[src/rtl/memory_arbiter_pkg.sv]
// Shared types and defaults for the program/data memory arbiter.
package memory_arbiter_pkg;

    localparam int unsigned DEF_AW  = 8;
    localparam int unsigned DEF_DW  = 8;
    localparam int unsigned NUM_REQ = 2;

    typedef enum logic [1:0] {
        ST_IDLE   = 2'd0,
        ST_ACCESS = 2'd1,
        ST_RESP   = 2'd2
    } state_t;

    typedef enum logic {
        REQ_LD = 1'b0,
        REQ_FE = 1'b1
    } req_id_t;

endpackage

[src/rtl/memory_arbiter_rr_arbiter2.sv]
// Two-way round-robin grant: on a tie the requester not granted last wins.
module rr_arbiter2
    import memory_arbiter_pkg::*;
(
    input  logic [NUM_REQ-1:0] req,
    input  req_id_t            last_grant,
    output logic               gnt_valid_c,
    output req_id_t            gnt_id_c
);

    always_comb begin
        gnt_valid_c = |req;
        gnt_id_c    = REQ_LD;
        if (req[0] && req[1]) begin
            gnt_id_c = (last_grant == REQ_FE) ? REQ_LD : REQ_FE;
        end else if (req[1]) begin
            gnt_id_c = REQ_FE;
        end
    end

endmodule

[src/rtl/memory_arbiter.sv]
// Req/ack arbiter between the loader and instruction-fetch ports of the
// single-port program/data memory; one access per three-cycle transaction.
module memory_arbiter
    import memory_arbiter_pkg::*;
#(
    parameter int unsigned AW = DEF_AW,
    parameter int unsigned DW = DEF_DW
) (
    input  logic          clk,
    input  logic          reset,
    input  logic          op,
    input  logic          ld_req,
    input  logic          ld_wr,
    input  logic [AW-1:0] ld_address,
    input  logic [DW-1:0] ld_data,
    output logic          ld_ack,
    output logic [DW-1:0] ld_rdata,
    input  logic          fe_req,
    input  logic [AW-1:0] fe_address,
    output logic          fe_ack,
    output logic [DW-1:0] fe_rdata,
    output logic [AW-1:0] mem_address,
    output logic [DW-1:0] mem_in_data,
    output logic          mem_wr,
    input  logic [DW-1:0] mem_out_data,
    output logic          busy
);

    state_t  state;
    state_t  state_nxt;
    req_id_t last_grant;
    req_id_t last_grant_nxt;
    req_id_t winner;
    req_id_t winner_nxt;

    logic [NUM_REQ-1:0] eligible_c;
    logic               gnt_valid_c;
    req_id_t            gnt_id_c;

    logic          ld_ack_nxt;
    logic          fe_ack_nxt;
    logic          mem_wr_nxt;
    logic          busy_nxt;
    logic [AW-1:0] mem_address_nxt;
    logic [DW-1:0] mem_in_data_nxt;
    logic [DW-1:0] ld_rdata_nxt;
    logic [DW-1:0] fe_rdata_nxt;

    // Fetches are only eligible in run mode; a load-mode fetch stays pending.
    assign eligible_c = {fe_req & op, ld_req};

    rr_arbiter2 u_rr_arbiter2 (
        .req         (eligible_c),
        .last_grant  (last_grant),
        .gnt_valid_c (gnt_valid_c),
        .gnt_id_c    (gnt_id_c)
    );

    always_ff @(posedge clk) begin
        if (reset) begin
            state <= ST_IDLE;
        end else begin
            state <= state_nxt;
        end
    end

    always_comb begin
        state_nxt = state;
        case (state)
            ST_IDLE:   if (gnt_valid_c) state_nxt = ST_ACCESS;
            ST_ACCESS: state_nxt = ST_RESP;
            ST_RESP:   state_nxt = ST_IDLE;
            default:   state_nxt = ST_IDLE;
        endcase
    end

    // Next values of the registered outputs; requests are only looked at in IDLE.
    always_comb begin
        last_grant_nxt  = last_grant;
        winner_nxt      = winner;
        mem_address_nxt = mem_address;
        mem_in_data_nxt = mem_in_data;
        ld_rdata_nxt    = ld_rdata;
        fe_rdata_nxt    = fe_rdata;
        mem_wr_nxt      = 1'b0;
        ld_ack_nxt      = 1'b0;
        fe_ack_nxt      = 1'b0;
        busy_nxt        = 1'b0;
        case (state)
            ST_IDLE: begin
                if (gnt_valid_c) begin
                    winner_nxt     = gnt_id_c;
                    last_grant_nxt = gnt_id_c;
                    busy_nxt       = 1'b1;
                    if (gnt_id_c == REQ_LD) begin
                        mem_address_nxt = ld_address;
                        mem_in_data_nxt = ld_data;
                        mem_wr_nxt      = ld_wr;
                    end else begin
                        mem_address_nxt = fe_address;
                    end
                end
            end
            ST_ACCESS: begin
                busy_nxt = 1'b1;
                if (winner == REQ_LD) begin
                    ld_ack_nxt = 1'b1;
                    if (!mem_wr) begin
                        ld_rdata_nxt = mem_out_data;
                    end
                end else begin
                    fe_ack_nxt   = 1'b1;
                    fe_rdata_nxt = mem_out_data;
                end
            end
            default: begin
            end
        endcase
    end

    always_ff @(posedge clk) begin
        if (reset) begin
            last_grant  <= REQ_FE;
            winner      <= REQ_LD;
            mem_address <= '0;
            mem_in_data <= '0;
            mem_wr      <= 1'b0;
            ld_ack      <= 1'b0;
            fe_ack      <= 1'b0;
            ld_rdata    <= '0;
            fe_rdata    <= '0;
            busy        <= 1'b0;
        end else begin
            last_grant  <= last_grant_nxt;
            winner      <= winner_nxt;
            mem_address <= mem_address_nxt;
            mem_in_data <= mem_in_data_nxt;
            mem_wr      <= mem_wr_nxt;
            ld_ack      <= ld_ack_nxt;
            fe_ack      <= fe_ack_nxt;
            ld_rdata    <= ld_rdata_nxt;
            fe_rdata    <= fe_rdata_nxt;
            busy        <= busy_nxt;
        end
    end

endmodule
[config.mk]
export PLATFORM = sky130hd
export DESIGN_NAME = memory_arbiter
export DESIGN_NICKNAME = d
export VERILOG_FILES = /design/src/rtl/memory_arbiter_pkg.sv /design/src/rtl/memory_arbiter_rr_arbiter2.sv /design/src/rtl/memory_arbiter.sv
export SDC_FILE = /design/constraint.sdc
export NUM_CORES = 1
export LEC_CHECK = 0
export CAP_MARGIN = 30
export CORE_ASPECT_RATIO = 1.75
export CORE_MARGIN = 1
export CORE_UTILIZATION = 36
export CTS_CLUSTER_DIAMETER = 50
export CTS_CLUSTER_SIZE = 12
export DETAILED_ROUTE_END_ITERATION = 16
export GPL_TIMING_DRIVEN = 0
export PLACE_DENSITY = 0.75
export REMOVE_ABC_BUFFERS = 1
export SETUP_SLACK_MARGIN = 0.4
export SLEW_MARGIN = 10
export SYNTH_ARGS = -nofsm -noshare
export SYNTH_HDL_FRONTEND = slang
export SYNTH_SLANG_ARGS = --single-unit
[constraint.sdc]
create_clock -name clk -period 1.5 [get_ports clk]
set_clock_uncertainty 0.2 [all_clocks]
set_input_delay 0.15 -clock clk [delete_from_list [all_inputs] [get_ports clk]]
set_output_delay 0.15 -clock clk [all_outputs]
set_load 0.05 [all_outputs]
Yosys cells after proc, flatten, opt, wreduce, memory -nomap -nowiden
Cells that the tools add are included.

storage, ports and cells
  output and inout port bits = 36
  word-level logic and storage cells = 39
  input port bits = 38
  bits in registers = 40

cells by class
  bitwise logic cells = 7
  reductions and logical operators = 9
  eq/ne operators = 2
  multiplexer cells = 10

operator list
  operator            number
  $mux 8              1
  $mux 1              6
  $not 1->1           6
  $reduce_and 3->1    2
  $pmux 2 s2          1
  $reduce_and 2->1    2
  $reduce_or 2->1     2
  $reduce_or 4->1     1
  $eq 2x1->1 const B  1
  $logic_not 2->1     1
  $mux 2              1
  $ne 2x2->1 const B  1
  $pmux 1 s2          1
  $and 1x1->1         1
  $logic_and 1x1->1   1

Longest topological paths before layout
  depth in word-level cells = 5
  depth in mapped cells = 5

By module
Synthesis repeated with hierarchy kept, for this count alone.

second synthesis, totals
  cell total of the unflattened synthesis = 171
  area, all modules = 1549.0 sq um

modules (own cells, without submodules)
  module          area each (sq um)  seq. area each (sq um)  cells each  times used
  memory_arbiter  1535.2             800.8                   169         1
  rr_arbiter2     13.8               0.0                     2           1

Worst setup path after synthesis
Ideal clock, no wire load.

  path type = reg2reg
  from = register mem_wr
  to = register ld_rdata[3]
  buffers on the path = 1
  required time = 1.168 ns
  setup time = 0.132 ns
  data arrival time = 1.288 ns
  clock period less this slack = 1.620 ns
  cell stages (with the launch flop) = 5
  setup slack = -0.120 ns
  path through = dfxtp_1 > or4b_1 > clkbuf_1 > nand2_1 > a21oi_1

on the way
  longest elaborated chain between the ends = 2

ends and longest elaborated chain
  what                               line                   RTL
  from (decl)                        memory_arbiter.sv:24   output logic mem_wr,
  from (signal assigned)             memory_arbiter.sv:138  mem_wr <= mem_wr_nxt;
  $not 1->1 (no source line)         n/a
  $reduce_and 3->1 (no source line)  n/a
  to (signal assigned)               memory_arbiter.sv:141  ld_rdata <= ld_rdata_nxt;
  to (decl)                          memory_arbiter.sv:17   output logic [DW-1:0] ld_rdata,

No other way between the ends.
A chain may end at the register's enable or synchronous reset.

Worst setup path after layout
  from = register state[1]
  to = register fe_rdata[0]

on the way
  longest elaborated chain between the ends = 2

ends and longest elaborated chain
  what                               line                   RTL
  from (decl)                        memory_arbiter.sv:29   state_t state;
  from (signal assigned)             memory_arbiter.sv:63   state <= state_nxt;
  $eq 2x1->1                         memory_arbiter.sv:89   case (state)
  $reduce_and 2->1 (no source line)  n/a
  to (signal assigned)               memory_arbiter.sv:142  fe_rdata <= fe_rdata_nxt;
  to (decl)                          memory_arbiter.sv:21   output logic [DW-1:0] fe_rdata,

No other way between the ends.

==> impl_results.md <==
* CP max FO at 6
* Full die area at between 4000 and 5000 um^2
* Port bufs at 73
* Syn avg cell area at roughly 9 um^2
* Final hold slack at approximately 200 ps
* H-tree levels at 2
* Synth area leaders: dfxtp_1 51%, nand3_1 7.7%, a21oi_1 5.8%
* Worst-path cell chain: buf_6 > nand3b_1 > buf_6 > mux2i_1 > nor2_1
* R2r startpoint: state[1]
* DR pass1 iterations at 4
* Inst Count DP at ~280
* First-pass GRT wire length at 7.107 mm
* Number of synthesized flops with an enable pin at 0
* Routability cong. at 0.7119
* Setup crit start kind: flop
* Layout cells sized above 1 at 46.99%
* Ratio of routed vias to standard cells at approximately 5.3
* Non-Filler Instances at 315
* RSZ-0062 raised after global routing: true
* Max Root-Sink Buffers at 2
* Wire length per cell at 15.38 um
* Routed wire length at ~4.8 mm
* Congestion Overflow GR at 0
* DRT iter0 DRCs at 35
* Die W at just over 50 um
* Critical path class: reg -> reg
* Crit path DAT at roughly 1500 ps
* Core area at approximately 4200 um^2
* Cells after Synth at roughly 180
* Worst setup path startpoint: state[1]
* Fraction of registers with async set/reset at 0%
* Nature of the critical path endpoint: flop
* Share of the synthesized area in the top cell type at 51.32%
* Pleak at between 1 and 1.5 nW
* Synth Warn # at 0
* Leading area contributor after synthesis: dfxtp_1
* NumNets Final at approximately 300
* Initial Util at between 30% and 40%
* Worst-Skew Late Latency at about 290 ps
* Final min period at between 1500 and 2000 ps
* Sink Count at 40
* ANT cells at 0
* Fmax at between 600 and 700 MHz
* IO Pins at 74
* Via count at 1664
* Max Cap Viol at 0
* Cts hold-fix bufs at 0
* CTS tree: yes
* Setup Viol. Count Final at 1
* Initial antenna violation count at 0
* Final Cell Area at a little under 3000 um^2
* CP max-delay cell: dfxtp_4
* Sequential area share after synthesis at between 50 and 60%
* Rel. slew slack at between 50% and 60%
* Mapped Area at ~1600 um^2
* Worst vdd ir at approximately 950 uV
* Placed Area at 2278 um^2
* Critical Path Most Common Cell: buf_6
* Status: finished, violations left
* P per Cell Area at approximately 1000 nW/um^2
* Die height at just under 90 um
* Detailed-route DRC error count at 0
* Slew Viols, Final at 0
* Clock slew at reported path FFs at approximately 70 ps
* Worst Max-Slew Pin Slew at around 750 ps
* Delay-heaviest family, CP: flip-flops
* Ys flop type: dfxtp_1
* Area grow syn2layout at 86.13%
* Critical Path Max Stage Delay at roughly 400 ps
* #FFs+latches synth at 40
* Vias in the first global route at about 1500
* TritonCTS Buffers at 5
* Post-detail-place hpwl at ~2.8 mm
* Largest net degree at the start of global routing at ~40
* CTS Root Cell: clkbuf_8
* Fin crit share at 101.0%
* All-Layer GR Usage at 20.67%
* Final hold viol count at 0
* Req. time, crit path at ~1500 ps
* CP bufs+invs at 2
* Worst Hold Class: in -> reg
* Yosys cell types at 27
* Failing checks: negative setup slack
* Final worst setup slack at -14.96 ps
* Cell row count at 31
* HP Start: ld_data[4]
* Final antenna-violating net count at 0
## synth_stat cells (2+ instances only)
cell type,instances
a21oi_1,18
a31oi_1,8
buf_1,2
buf_4,2
buf_6,2
clkbuf_1,8
dfxtp_1,40
mux2i_1,8
nand2_1,17
nand3_1,24
nand3b_1,2
nor2_1,11
nor4b_2,2
o21ai_0,17
or2_1,2
## layout by cell type, fill, tap and decap left out, drive strengths merged
cell	Yosys	routed
buf	7	61
dfxtp	40	40
clkdlybuf4s50	0	35
nand3	24	24
a21oi	18	18
nand2	17	17
o21ai	17	17
nor2	11	11
mux2i	8	8
a31oi	8	8
clkbuf	8	7
nand3b	2	2
or3b	1	2
nor4b	2	2
a211oi	2	2
or2	2	2
nor3b	1	1
and3b	1	1
or4b	1	1
and2	1	1
inv	1	1
a221o	1	1
nand2b	1	1
nor3	1	1
bufinv	0	1
dlygate4sd2	0	1
## where the power goes
| part | total (mW) | switching, mW | internal, mW |
|---|---|---|---|
| clock network | 0.960 | 0.373 | 0.587 |
| registers | 1.19 | 0.0615 | 1.13 |
| logic | 0.747 | 0.381 | 0.366 |
| total | 2.90 | 0.816 | 2.08 |
## kinds of logic after synthesis
logic type / after synthesis / share of synthesized area [%]
simple gates: 65 / 21.81
buf+inv: 16 / 5.372
flops: 40 / 51.32
compound gates: 46 / 16.36
mux: 8 / 5.133
## area by class of cell
class	instances	area [um^2]
multi-input combinational	120	747.0
timing repair buffer	97	1106
inverter	1	3.754
clock inverter	1	30.03
sequential	40	859.6
tap	49	61.31
clock buffer	7	96.34
fill	287	1246
## per-stage QoR
step	setup WS [ps]	util [%]	TNS [ps]	power (mW)
after CTS	34.89	65.93	0	2.843
after floorplan	-83.40	-	-763.6	1.495
after global routing	-82.10	69.97	-367.3	2.999
final	-14.96	69.97	-14.96	2.899
after global placement	-764.5	54.75	-26240	1.755
after detailed placement	-397.2	54.90	-10570	1.762
## path summary, 6_finish.rpt
check | end | slack, ps | cells after the start
hold reg to reg | mem_in_data[3] | 270 | 2
hold / removal | mem_in_data[4] | 200 | 3
setup reg to reg | fe_rdata[0] | -10 | 5
setup / recovery | fe_rdata[0] | -10 | 5
## timing repair
action,in CTS,in global routing
pin swaps,19,3
setup buffers,13,10
setup endpoints to repair,74,74
gates cloned,0,1
resized for setup,321,43
## flip-flops by register name (all words and copies together) (netlist names)
signal / flops
busy: 1
fe_ack: 1
fe_rdata: 8
last_grant: 1
ld_ack: 1
ld_rdata: 8
mem_address: 8
mem_in_data: 8
mem_wr: 1
state: 2
winner: 1
## tightest hold or removal path: stages
cell	delay [ps]
clkdlybuf4s50_1	390
nand3_1	60
a21oi_1	50
## metal layers
metal | vias to the layer above | GRT usage (%) | share of wire, %
met5 | - | 0 | 0
met4 | 0 | 8.845 | 3.0
met3 | 11 | 3.571 | 3.2
met2 | 56 | 38.72 | 59
met1 | 799 | 22.04 | 35
li1 | 798 | - | -
Power figures use the tool's default switching activity.
